### src/rtl/nx_constants_pkg.sv
// Shared message type and source encodings for the nx stream fabric.
// Both inputs and the host side of the combiner exchange nx_message_t words.
package nx_constants;

  typedef logic [31:0] nx_message_t;

  typedef enum logic {
    NX_SRC_CTRL = 1'b0,
    NX_SRC_MESH = 1'b1
  } nx_source_e;

endpackage

### src/rtl/nx_stream_combiner_if.sv
// Handshake bundle for nx_stream_combiner: two producer streams in, one host stream out.
// The slave modport is the combiner's view; the master modport is the environment's view.
interface nx_stream_combiner_if;
  import nx_constants::*;

  nx_message_t ctrl_data_i;
  logic        ctrl_valid_i;
  logic        ctrl_ready_o;
  nx_message_t mesh_data_i;
  logic        mesh_valid_i;
  logic        mesh_ready_o;
  nx_message_t host_data_o;
  nx_source_e  host_source_o;
  logic        host_valid_o;
  logic        host_ready_i;
  logic        idle_o;

  modport slave (
    input  ctrl_data_i, ctrl_valid_i, mesh_data_i, mesh_valid_i, host_ready_i,
    output ctrl_ready_o, mesh_ready_o, host_data_o, host_source_o, host_valid_o, idle_o
  );

  modport master (
    output ctrl_data_i, ctrl_valid_i, mesh_data_i, mesh_valid_i, host_ready_i,
    input  ctrl_ready_o, mesh_ready_o, host_data_o, host_source_o, host_valid_o, idle_o
  );

endinterface

### src/rtl/nx_fifo.sv
// First-word-fall-through FIFO with wrap-bit pointers; head is visible on data_o while not empty.
// Pushes into a full FIFO and pops from an empty FIFO are ignored.
module nx_fifo #(
  parameter int WIDTH = 32,
  parameter int DEPTH = 2
) (
  input  logic             clk_i,
  input  logic             rst_i,
  input  logic             push_i,
  input  logic [WIDTH-1:0] data_i,
  input  logic             pop_i,
  output logic [WIDTH-1:0] data_o,
  output logic             full_o,
  output logic             empty_o
);

  localparam int AW = $clog2(DEPTH);

  logic [WIDTH-1:0] r_mem [DEPTH];
  logic [AW:0]      r_wr_ptr;
  logic [AW:0]      r_rd_ptr;
  logic             w_push;
  logic             w_pop;

  assign w_push  = push_i & ~full_o;
  assign w_pop   = pop_i & ~empty_o;
  assign empty_o = (r_wr_ptr == r_rd_ptr);
  assign full_o  = (r_wr_ptr[AW] != r_rd_ptr[AW]) && (r_wr_ptr[AW-1:0] == r_rd_ptr[AW-1:0]);
  assign data_o  = r_mem[r_rd_ptr[AW-1:0]];

  // NOTE: state registers use <= so every flop samples pre-edge values regardless of block order.
  always_ff @(posedge clk_i) begin
    if (rst_i) begin
      r_wr_ptr <= '0;
      r_rd_ptr <= '0;
    end else begin
      if (w_push) r_wr_ptr <= r_wr_ptr + (AW+1)'(1);
      if (w_pop)  r_rd_ptr <= r_rd_ptr + (AW+1)'(1);
    end
  end

  // NOTE: storage is deliberately not reset; the pointers alone define which entries are live.
  always_ff @(posedge clk_i) begin
    if (w_push) r_mem[r_wr_ptr[AW-1:0]] <= data_i;
  end

endmodule

### src/rtl/nx_stream_combiner.sv
// Merges ctrl and mesh message streams into one registered host slot with per-source FIFOs.
// Define NX_COMBINER_CTRL_PRIORITY_EN for strict ctrl priority on ties instead of round-robin.
module nx_stream_combiner
  import nx_constants::*;
#(
  parameter int FIFO_DEPTH  = 2,
  parameter int STALL_LIMIT = 255
) (
  input  logic                 clk_i,
  input  logic                 rst_i,
  nx_stream_combiner_if.slave  bus
);

  localparam int              WAIT_W   = $clog2(STALL_LIMIT + 1);
  localparam logic [WAIT_W-1:0] WAIT_MAX = WAIT_W'(STALL_LIMIT);

  logic              r_ready_en;
  nx_message_t       w_ctrl_head;
  nx_message_t       w_mesh_head;
  logic              w_ctrl_full, w_ctrl_empty, w_mesh_full, w_mesh_empty;
  logic              w_ctrl_ready, w_mesh_ready;
  logic              w_ctrl_push, w_mesh_push, w_ctrl_pop, w_mesh_pop;
  logic              w_load, w_any, w_fire;
  nx_source_e        w_grant, w_tie_grant;
  logic              r_host_valid;
  nx_message_t       r_host_data;
  nx_source_e        r_host_source;
  nx_source_e        r_last_grant;
  logic [WAIT_W-1:0] r_ctrl_wait, r_mesh_wait;

  // Ready is held low through reset and for the release edge, then tracks FIFO space only.
  always_ff @(posedge clk_i) begin
    if (rst_i) r_ready_en <= 1'b0;
    else       r_ready_en <= 1'b1;
  end

  assign w_ctrl_ready = r_ready_en & ~w_ctrl_full;
  assign w_mesh_ready = r_ready_en & ~w_mesh_full;
  assign w_ctrl_push  = bus.ctrl_valid_i & w_ctrl_ready;
  assign w_mesh_push  = bus.mesh_valid_i & w_mesh_ready;

  nx_fifo #(.WIDTH($bits(nx_message_t)), .DEPTH(FIFO_DEPTH)) u_ctrl_fifo (
    .clk_i   (clk_i),
    .rst_i   (rst_i),
    .push_i  (w_ctrl_push),
    .data_i  (bus.ctrl_data_i),
    .pop_i   (w_ctrl_pop),
    .data_o  (w_ctrl_head),
    .full_o  (w_ctrl_full),
    .empty_o (w_ctrl_empty)
  );

  nx_fifo #(.WIDTH($bits(nx_message_t)), .DEPTH(FIFO_DEPTH)) u_mesh_fifo (
    .clk_i   (clk_i),
    .rst_i   (rst_i),
    .push_i  (w_mesh_push),
    .data_i  (bus.mesh_data_i),
    .pop_i   (w_mesh_pop),
    .data_o  (w_mesh_head),
    .full_o  (w_mesh_full),
    .empty_o (w_mesh_empty)
  );

`ifdef NX_COMBINER_CTRL_PRIORITY_EN
  assign w_tie_grant = NX_SRC_CTRL;
`else
  assign w_tie_grant = (r_last_grant == NX_SRC_MESH) ? NX_SRC_CTRL : NX_SRC_MESH;

  // Round-robin bounds any loss streak to one slot load, so a saturated counter is a design bug.
  a_no_starvation: assert property (@(posedge clk_i) disable iff (rst_i)
    (r_ctrl_wait != WAIT_MAX) && (r_mesh_wait != WAIT_MAX));
`endif

  // NOTE: the default assignment first keeps every path assigned, so no latch is inferred.
  always_comb begin
    w_grant = NX_SRC_CTRL;
    if (!w_ctrl_empty && !w_mesh_empty) w_grant = w_tie_grant;
    else if (!w_mesh_empty)             w_grant = NX_SRC_MESH;
  end

  assign w_load     = ~r_host_valid | bus.host_ready_i;
  assign w_any      = ~w_ctrl_empty | ~w_mesh_empty;
  assign w_fire     = w_load & w_any;
  assign w_ctrl_pop = w_fire & (w_grant == NX_SRC_CTRL);
  assign w_mesh_pop = w_fire & (w_grant == NX_SRC_MESH);

  always_ff @(posedge clk_i) begin
    if (rst_i) begin
      r_host_valid  <= 1'b0;
      r_host_data   <= '0;
      r_host_source <= NX_SRC_CTRL;
      r_last_grant  <= NX_SRC_MESH;
    end else if (w_load) begin
      r_host_valid <= w_any;
      if (w_any) begin
        r_host_data   <= (w_grant == NX_SRC_MESH) ? w_mesh_head : w_ctrl_head;
        r_host_source <= w_grant;
        r_last_grant  <= w_grant;
      end
    end
  end

  // Wait counters advance only on slot loads the source lost, so host backpressure does not count.
  always_ff @(posedge clk_i) begin
    if (rst_i) begin
      r_ctrl_wait <= '0;
      r_mesh_wait <= '0;
    end else begin
      if (w_ctrl_pop)
        r_ctrl_wait <= '0;
      else if (w_fire && !w_ctrl_empty && r_ctrl_wait != WAIT_MAX)
        r_ctrl_wait <= r_ctrl_wait + WAIT_W'(1);
      if (w_mesh_pop)
        r_mesh_wait <= '0;
      else if (w_fire && !w_mesh_empty && r_mesh_wait != WAIT_MAX)
        r_mesh_wait <= r_mesh_wait + WAIT_W'(1);
    end
  end

  assign bus.ctrl_ready_o  = w_ctrl_ready;
  assign bus.mesh_ready_o  = w_mesh_ready;
  assign bus.host_data_o   = r_host_data;
  assign bus.host_source_o = r_host_source;
  assign bus.host_valid_o  = r_host_valid;
  assign bus.idle_o        = w_ctrl_empty & w_mesh_empty & ~r_host_valid;

endmodule

### src/flat_wrapper.sv
// flat-port wrapper written by rule: the top's interface ports become plain ports
module nx_stream_combiner_flat import nx_constants::*;
#(
  parameter int FIFO_DEPTH  = 2,
  parameter int STALL_LIMIT = 255
)
  (clk_i, rst_i, bus_ctrl_data_i, bus_ctrl_valid_i, bus_mesh_data_i, bus_mesh_valid_i, bus_host_ready_i, bus_ctrl_ready_o, bus_mesh_ready_o, bus_host_data_o, bus_host_source_o, bus_host_valid_o, bus_idle_o);
  nx_stream_combiner_if bus_i ();
  input  logic clk_i;
  input  logic rst_i;
  input wire logic [$bits(bus_i.ctrl_data_i)-1:0] bus_ctrl_data_i;
  input wire logic [$bits(bus_i.ctrl_valid_i)-1:0] bus_ctrl_valid_i;
  input wire logic [$bits(bus_i.mesh_data_i)-1:0] bus_mesh_data_i;
  input wire logic [$bits(bus_i.mesh_valid_i)-1:0] bus_mesh_valid_i;
  input wire logic [$bits(bus_i.host_ready_i)-1:0] bus_host_ready_i;
  output wire logic [$bits(bus_i.ctrl_ready_o)-1:0] bus_ctrl_ready_o;
  output wire logic [$bits(bus_i.mesh_ready_o)-1:0] bus_mesh_ready_o;
  output wire logic [$bits(bus_i.host_data_o)-1:0] bus_host_data_o;
  output wire logic [$bits(bus_i.host_source_o)-1:0] bus_host_source_o;
  output wire logic [$bits(bus_i.host_valid_o)-1:0] bus_host_valid_o;
  output wire logic [$bits(bus_i.idle_o)-1:0] bus_idle_o;
  assign bus_i.ctrl_data_i = bus_ctrl_data_i;
  assign bus_i.ctrl_valid_i = bus_ctrl_valid_i;
  assign bus_i.mesh_data_i = bus_mesh_data_i;
  assign bus_i.mesh_valid_i = bus_mesh_valid_i;
  assign bus_i.host_ready_i = bus_host_ready_i;
  assign bus_ctrl_ready_o = bus_i.ctrl_ready_o;
  assign bus_mesh_ready_o = bus_i.mesh_ready_o;
  assign bus_host_data_o = bus_i.host_data_o;
  assign bus_host_source_o = bus_i.host_source_o;
  assign bus_host_valid_o = bus_i.host_valid_o;
  assign bus_idle_o = bus_i.idle_o;
  nx_stream_combiner #(.FIFO_DEPTH(FIFO_DEPTH), .STALL_LIMIT(STALL_LIMIT)) u_core (.clk_i(clk_i), .rst_i(rst_i), .bus(bus_i));
endmodule
### config.mk
export PLATFORM = sky130hd
export DESIGN_NAME = nx_stream_combiner_flat
export DESIGN_NICKNAME = d
export VERILOG_FILES = /design/src/rtl/nx_constants_pkg.sv /design/src/rtl/nx_stream_combiner_if.sv /design/src/rtl/nx_fifo.sv /design/src/rtl/nx_stream_combiner.sv /design/src/flat_wrapper.sv
export SDC_FILE = /design/constraint.sdc
export NUM_CORES = 1
export LEC_CHECK = 0
export CORE_MARGIN = 1.5
export CORE_UTILIZATION = 46
export DETAILED_ROUTE_END_ITERATION = 10
export GPL_ROUTABILITY_DRIVEN = 0
export PLACE_DENSITY = 0.79
export REMOVE_ABC_BUFFERS = 1
export SYNTH_ARGS = -nofsm -noshare
export SYNTH_HDL_FRONTEND = slang
export SYNTH_SLANG_ARGS = --single-unit
### constraint.sdc
create_clock -name clk_i -period 4.29 [get_ports clk_i]
set_clock_uncertainty 0.05 [all_clocks]
set_input_delay 0.858 -clock clk_i [delete_from_list [all_inputs] [get_ports clk_i]]
set_output_delay 0.858 -clock clk_i [all_outputs]
set_load 0.01 [all_outputs]
==> results.md <==
Status:
- The flow ran to the end, and the final reports show no timing, DRC or antenna violations.

Route:
- Once detail routing completed, the nets flagged for antenna violations numbered 0.
- The residual DRC count is 0.
- The wire length reported by the detailed router is 13.5 mm.
- The first routing iteration left 339 violations.
- The routed wire length per instance is 19.8 µm.
- The ratio of routed vias to standard cells is 5.61.
- The first-pass iteration count of the detailed router is 4.
- The total vias in the final route is 3834.

Clock tree:
- For this design, the CTS-stage hold fixing added 0 buffers.
- Counting the buffers created by CTS gives 17.
- The number of sinks driven by the clock tree is 174.
- The number of instances resized during post-cts repair is 0.
- The H-tree depth is 4.
- The later-pin clock latency in the skew report is 0.43 ns.
- The count of buffers added by post-CTS timing repair for setup is 0.
- TritonCTS built the clock tree.
- The maximum number of buffers from clock root to sink is 2.
- The root buffer cell chosen for the clock tree is sky130_fd_sc_hd__clkbuf_16.
- The clock transition time at the flip-flop clock pins of the worst setup and hold paths is 0.06 ns.

Yosys:
- The complex-gate fraction of the synthesized area is 0.0713.
- In the synthesized netlist the dominant register cell turns out to be sky130_fd_sc_hd__edfxtp_1.
- The fraction of the mapped netlist area in simple logic gates is 0.0612.
- Of all flip-flops after synthesis, the portion carrying an async set or reset was 0.
- sky130_fd_sc_hd__edfxtp_1 is the most common cell in the netlist.
- Yosys mapped a number of flops with a built-in enable equal to 128.
- The synthesized netlist occupies a cell area of 6630 µm².
- The Yosys step of the flow raised 0 warnings.
- Summed over all instances, the cell type with the most area after synthesis is sky130_fd_sc_hd__edfxtp_1.
- The xor and xnor fraction of the mapped netlist area is 0.0170.
- The area share of the largest cell type after synthesis is 0.580.
- The netlist uses 35 different library cells.
- Synthesis inferred 174 register bits.
- The dominant combinational cell family by area after synthesis is multiplexers.
- Counting instances in the post-synthesis netlist gives the leading cell types as 128 x sky130_fd_sc_hd__edfxtp_1, 46 x sky130_fd_sc_hd__dfxtp_1, 35 x sky130_fd_sc_hd__mux2_2.
- The post-synthesis share of cell area spent on full adders, half adders and majority gates is 0.
- Measured against the total synthesized area, the mux share comes to 0.109.
- The sequential-to-total area share from yosys stat is 0.719.
- The average footprint of a synthesized cell is 16.9 µm².
- After synthesis, the cell types taking the most area are sky130_fd_sc_hd__edfxtp_1 58%, sky130_fd_sc_hd__dfxtp_1 14%, sky130_fd_sc_hd__mux2_2 5.9%, sky130_fd_sc_hd__mux2i_1 4.8%, sky130_fd_sc_hd__nor4b_1 4.2%.
- In the synthesized netlist, the number of instances is 392.

Placement:
- The detailed-placement wirelength estimate is 8.25 mm.
- OpenSTA, run right after detailed placement, puts the worst setup slack at 1.08 ns.
- The count of port buffers added during placement is 105.

GRT:
- The first global-routing pass estimated 20.7 mm of wire.
- The residual overflow from global routing is 0.
- Entering global routing, the biggest net connects 38 pins.
- In the global route stage, overall resource usage came out at 0.189.
- The number of global-route vias before repair is 3890.
- The number of antenna violations at the first check in global routing is 0.

STA:
- Setup repair after global routing left no endpoint under its margin.
- The final hold slack is 0.442 ns.
- The worst path in the final design needs a cycle of 3.15 ns, including I/O delays and setup.
- The aggregate negative setup slack is 0 ns.
- The total count of max-transition violations in the final report came to 0.
- The number of hold violations in the final report was 0.
- For the pin with the worst max-slew slack, the measured transition is 1.14 ns.
- Derived from the worst setup path, the maximum achievable clock frequency is 317 MHz.
- Across all setup checks in the final design, the least slack found is 1.14 ns.
- The count of final setup violators is 0.
- The final clock period utilization by the worst path is 0.735.
- The worst relative slew slack is 0.239.

Cells and area:
- The number of antenna diodes in the final layout is 0.
- The final net count is 560.
- The area overhead of the layout relative to synthesis is 27.1%.
- The share of post-route cells with drive strength above 1 is 0.167.

Worst setup path:
- The required time at the worst-slack endpoint is 3.38 ns.
- In this run the critical register-to-register path is captured at u_core.bus.host_data_o[14].
- The critical-path maximum fanout is 5.
- STA classifies the critical path startpoint as a register.
- The type of the worst setup path is register to output port.
- The worst register-to-register path begins at u_core.bus.host_valid_o.
- The arrival time reported for the critical path endpoint is 2.24 ns.
- The worst register-to-register path has a depth of 4.
- STA classifies the critical path endpoint as an output port.
- The worst setup slack for register-to-register paths is 1.97 ns.

Floorplan:
- For this configuration, the core starts out at a cell density of 0.474.
- The floorplan has 43 rows.
- The width of the die is 123 µm.
- The die covers 15100 µm².
- The placeable core area is 14000 µm².
- The die is 123 µm tall.
- 106 I/O pins were placed.

Min path:
- Along the worst hold path, the cell count comes to 1.
- The type of the tightest min-delay check is register to register.
- The worst hold path begins at u_core.bus.host_data_o[0].
- The sink of the worst hold path is u_core.bus.host_data_o[0].

Power and ir drop:
- The leakage dissipation is 2.78 nW.
- Power spread over the standard cell area amounts to 586 nW/µm².
- IR analysis of the VDD net gives a maximum drop of 0.000332 V.

Job:
- The max-capacitance violation count is 0.
[cell families (layout without fill, tap and decap cells)]
kind of cell	Yosys count	after routing
AO/OA/AOI/OAI	50	50
buffers and inverters	30	141
multiplexers	68	68
flip-flops	174	174
AND/OR/NAND/NOR	58	58
XOR/XNOR	12	12
[sequential cells by signal (all words and copies together), names as in the netlist, 2 cells and up, named ones only]
signal                       cells
u_core.u_mesh_fifo.r_wr_ptr      2
u_core.bus.host_data_o          32
u_core.u_ctrl_fifo.r_mem        64
u_core.u_mesh_fifo.r_mem        64
u_core.u_ctrl_fifo.r_rd_ptr      2
u_core.u_mesh_fifo.r_rd_ptr      2
u_core.u_ctrl_fifo.r_wr_ptr      2
[layout by cell type (no fill, tap or decap), drive strengths merged]
master	count
a211o	1
nor4b	32
a21boi	2
nand3	2
dfxtp	46
xor2	6
a2111oi	2
inv	2
nor2	15
buf	3
nor2b	3
mux2i	32
o211ai	2
nand2	2
a21oi	6
a221o	32
edfxtp	128
clkbuf	22
bufinv	3
nor3	2
o311ai	1
mux2	36
o31ai	1
clkinv	6
o21ai	2
a41oi	1
clkdlybuf4s50	105
or4	1
xnor2	6
or4b	1
[worst max-delay path by stage]
stage	to	start	depth (start not counted)	slack [ns]
floorplan	u_core.u_mesh_fifo.r_mem[1][0]	bus_mesh_valid_i	2	1.21
global placement	u_core.bus.host_data_o[27]	bus_host_ready_i	5	1.20
detailed placement	u_core.bus.host_data_o[26]	bus_host_ready_i	5	1.08
CTS	bus_idle_o	u_core.u_ctrl_fifo.r_wr_ptr[0]	4	1.11
global route	bus_idle_o	u_core.u_ctrl_fifo.r_wr_ptr[0]	4	1.03
finish	bus_idle_o	u_core.u_ctrl_fifo.r_wr_ptr[0]	4	1.14
[routing by layer]
metal  vias to the layer above  GRT usage  wire length [µm]
met5                         -          0                 0
met4                         0     0.0718               220
met1                      1934      0.234              5720
met2                       119      0.322              6800
met3                        20     0.0461               768
li1                       1761          -                 -
[final cells by class]
cell class                 count  area (µm²)
clock buffer                  22         454
clock inverter                 9         119
fill                        1067        5570
inverter                       2        7.51
multi-input combinational    188        1780
sequential                   174        4770
tap                          180         225
timing repair buffer         108        1070
[critical path, stage by stage, from the launching register on]
cell,delay (ns)
sky130_fd_sc_hd__dfxtp_1,0.38
sky130_fd_sc_hd__xnor2_1,0.47
sky130_fd_sc_hd__nand2_2,0.20
sky130_fd_sc_hd__nor3_1,0.21
sky130_fd_sc_hd__clkdlybuf4s50_1,0.56
[power by group]
part	internal [mW]	switching [mW]	total [mW]	leakage, nW
Combinational	0.621	0.583	1.20	0.938
Sequential	2.01	0.214	2.23	1.55
Clock	0.920	0.582	1.50	0.285
[metrics by stage]
stage               area [µm²]  std cells  utilization  power, mW
floorplan                 6490        364            -       2.92
global placement          7850        652        0.561       3.42
detailed placement        7850        652        0.561       3.47
CTS                       8420        683        0.602       4.97
global route              8420        683        0.602       5.14
finish                    8420        683        0.602       4.93
Note: power is estimated with default switching activity, not from simulation.
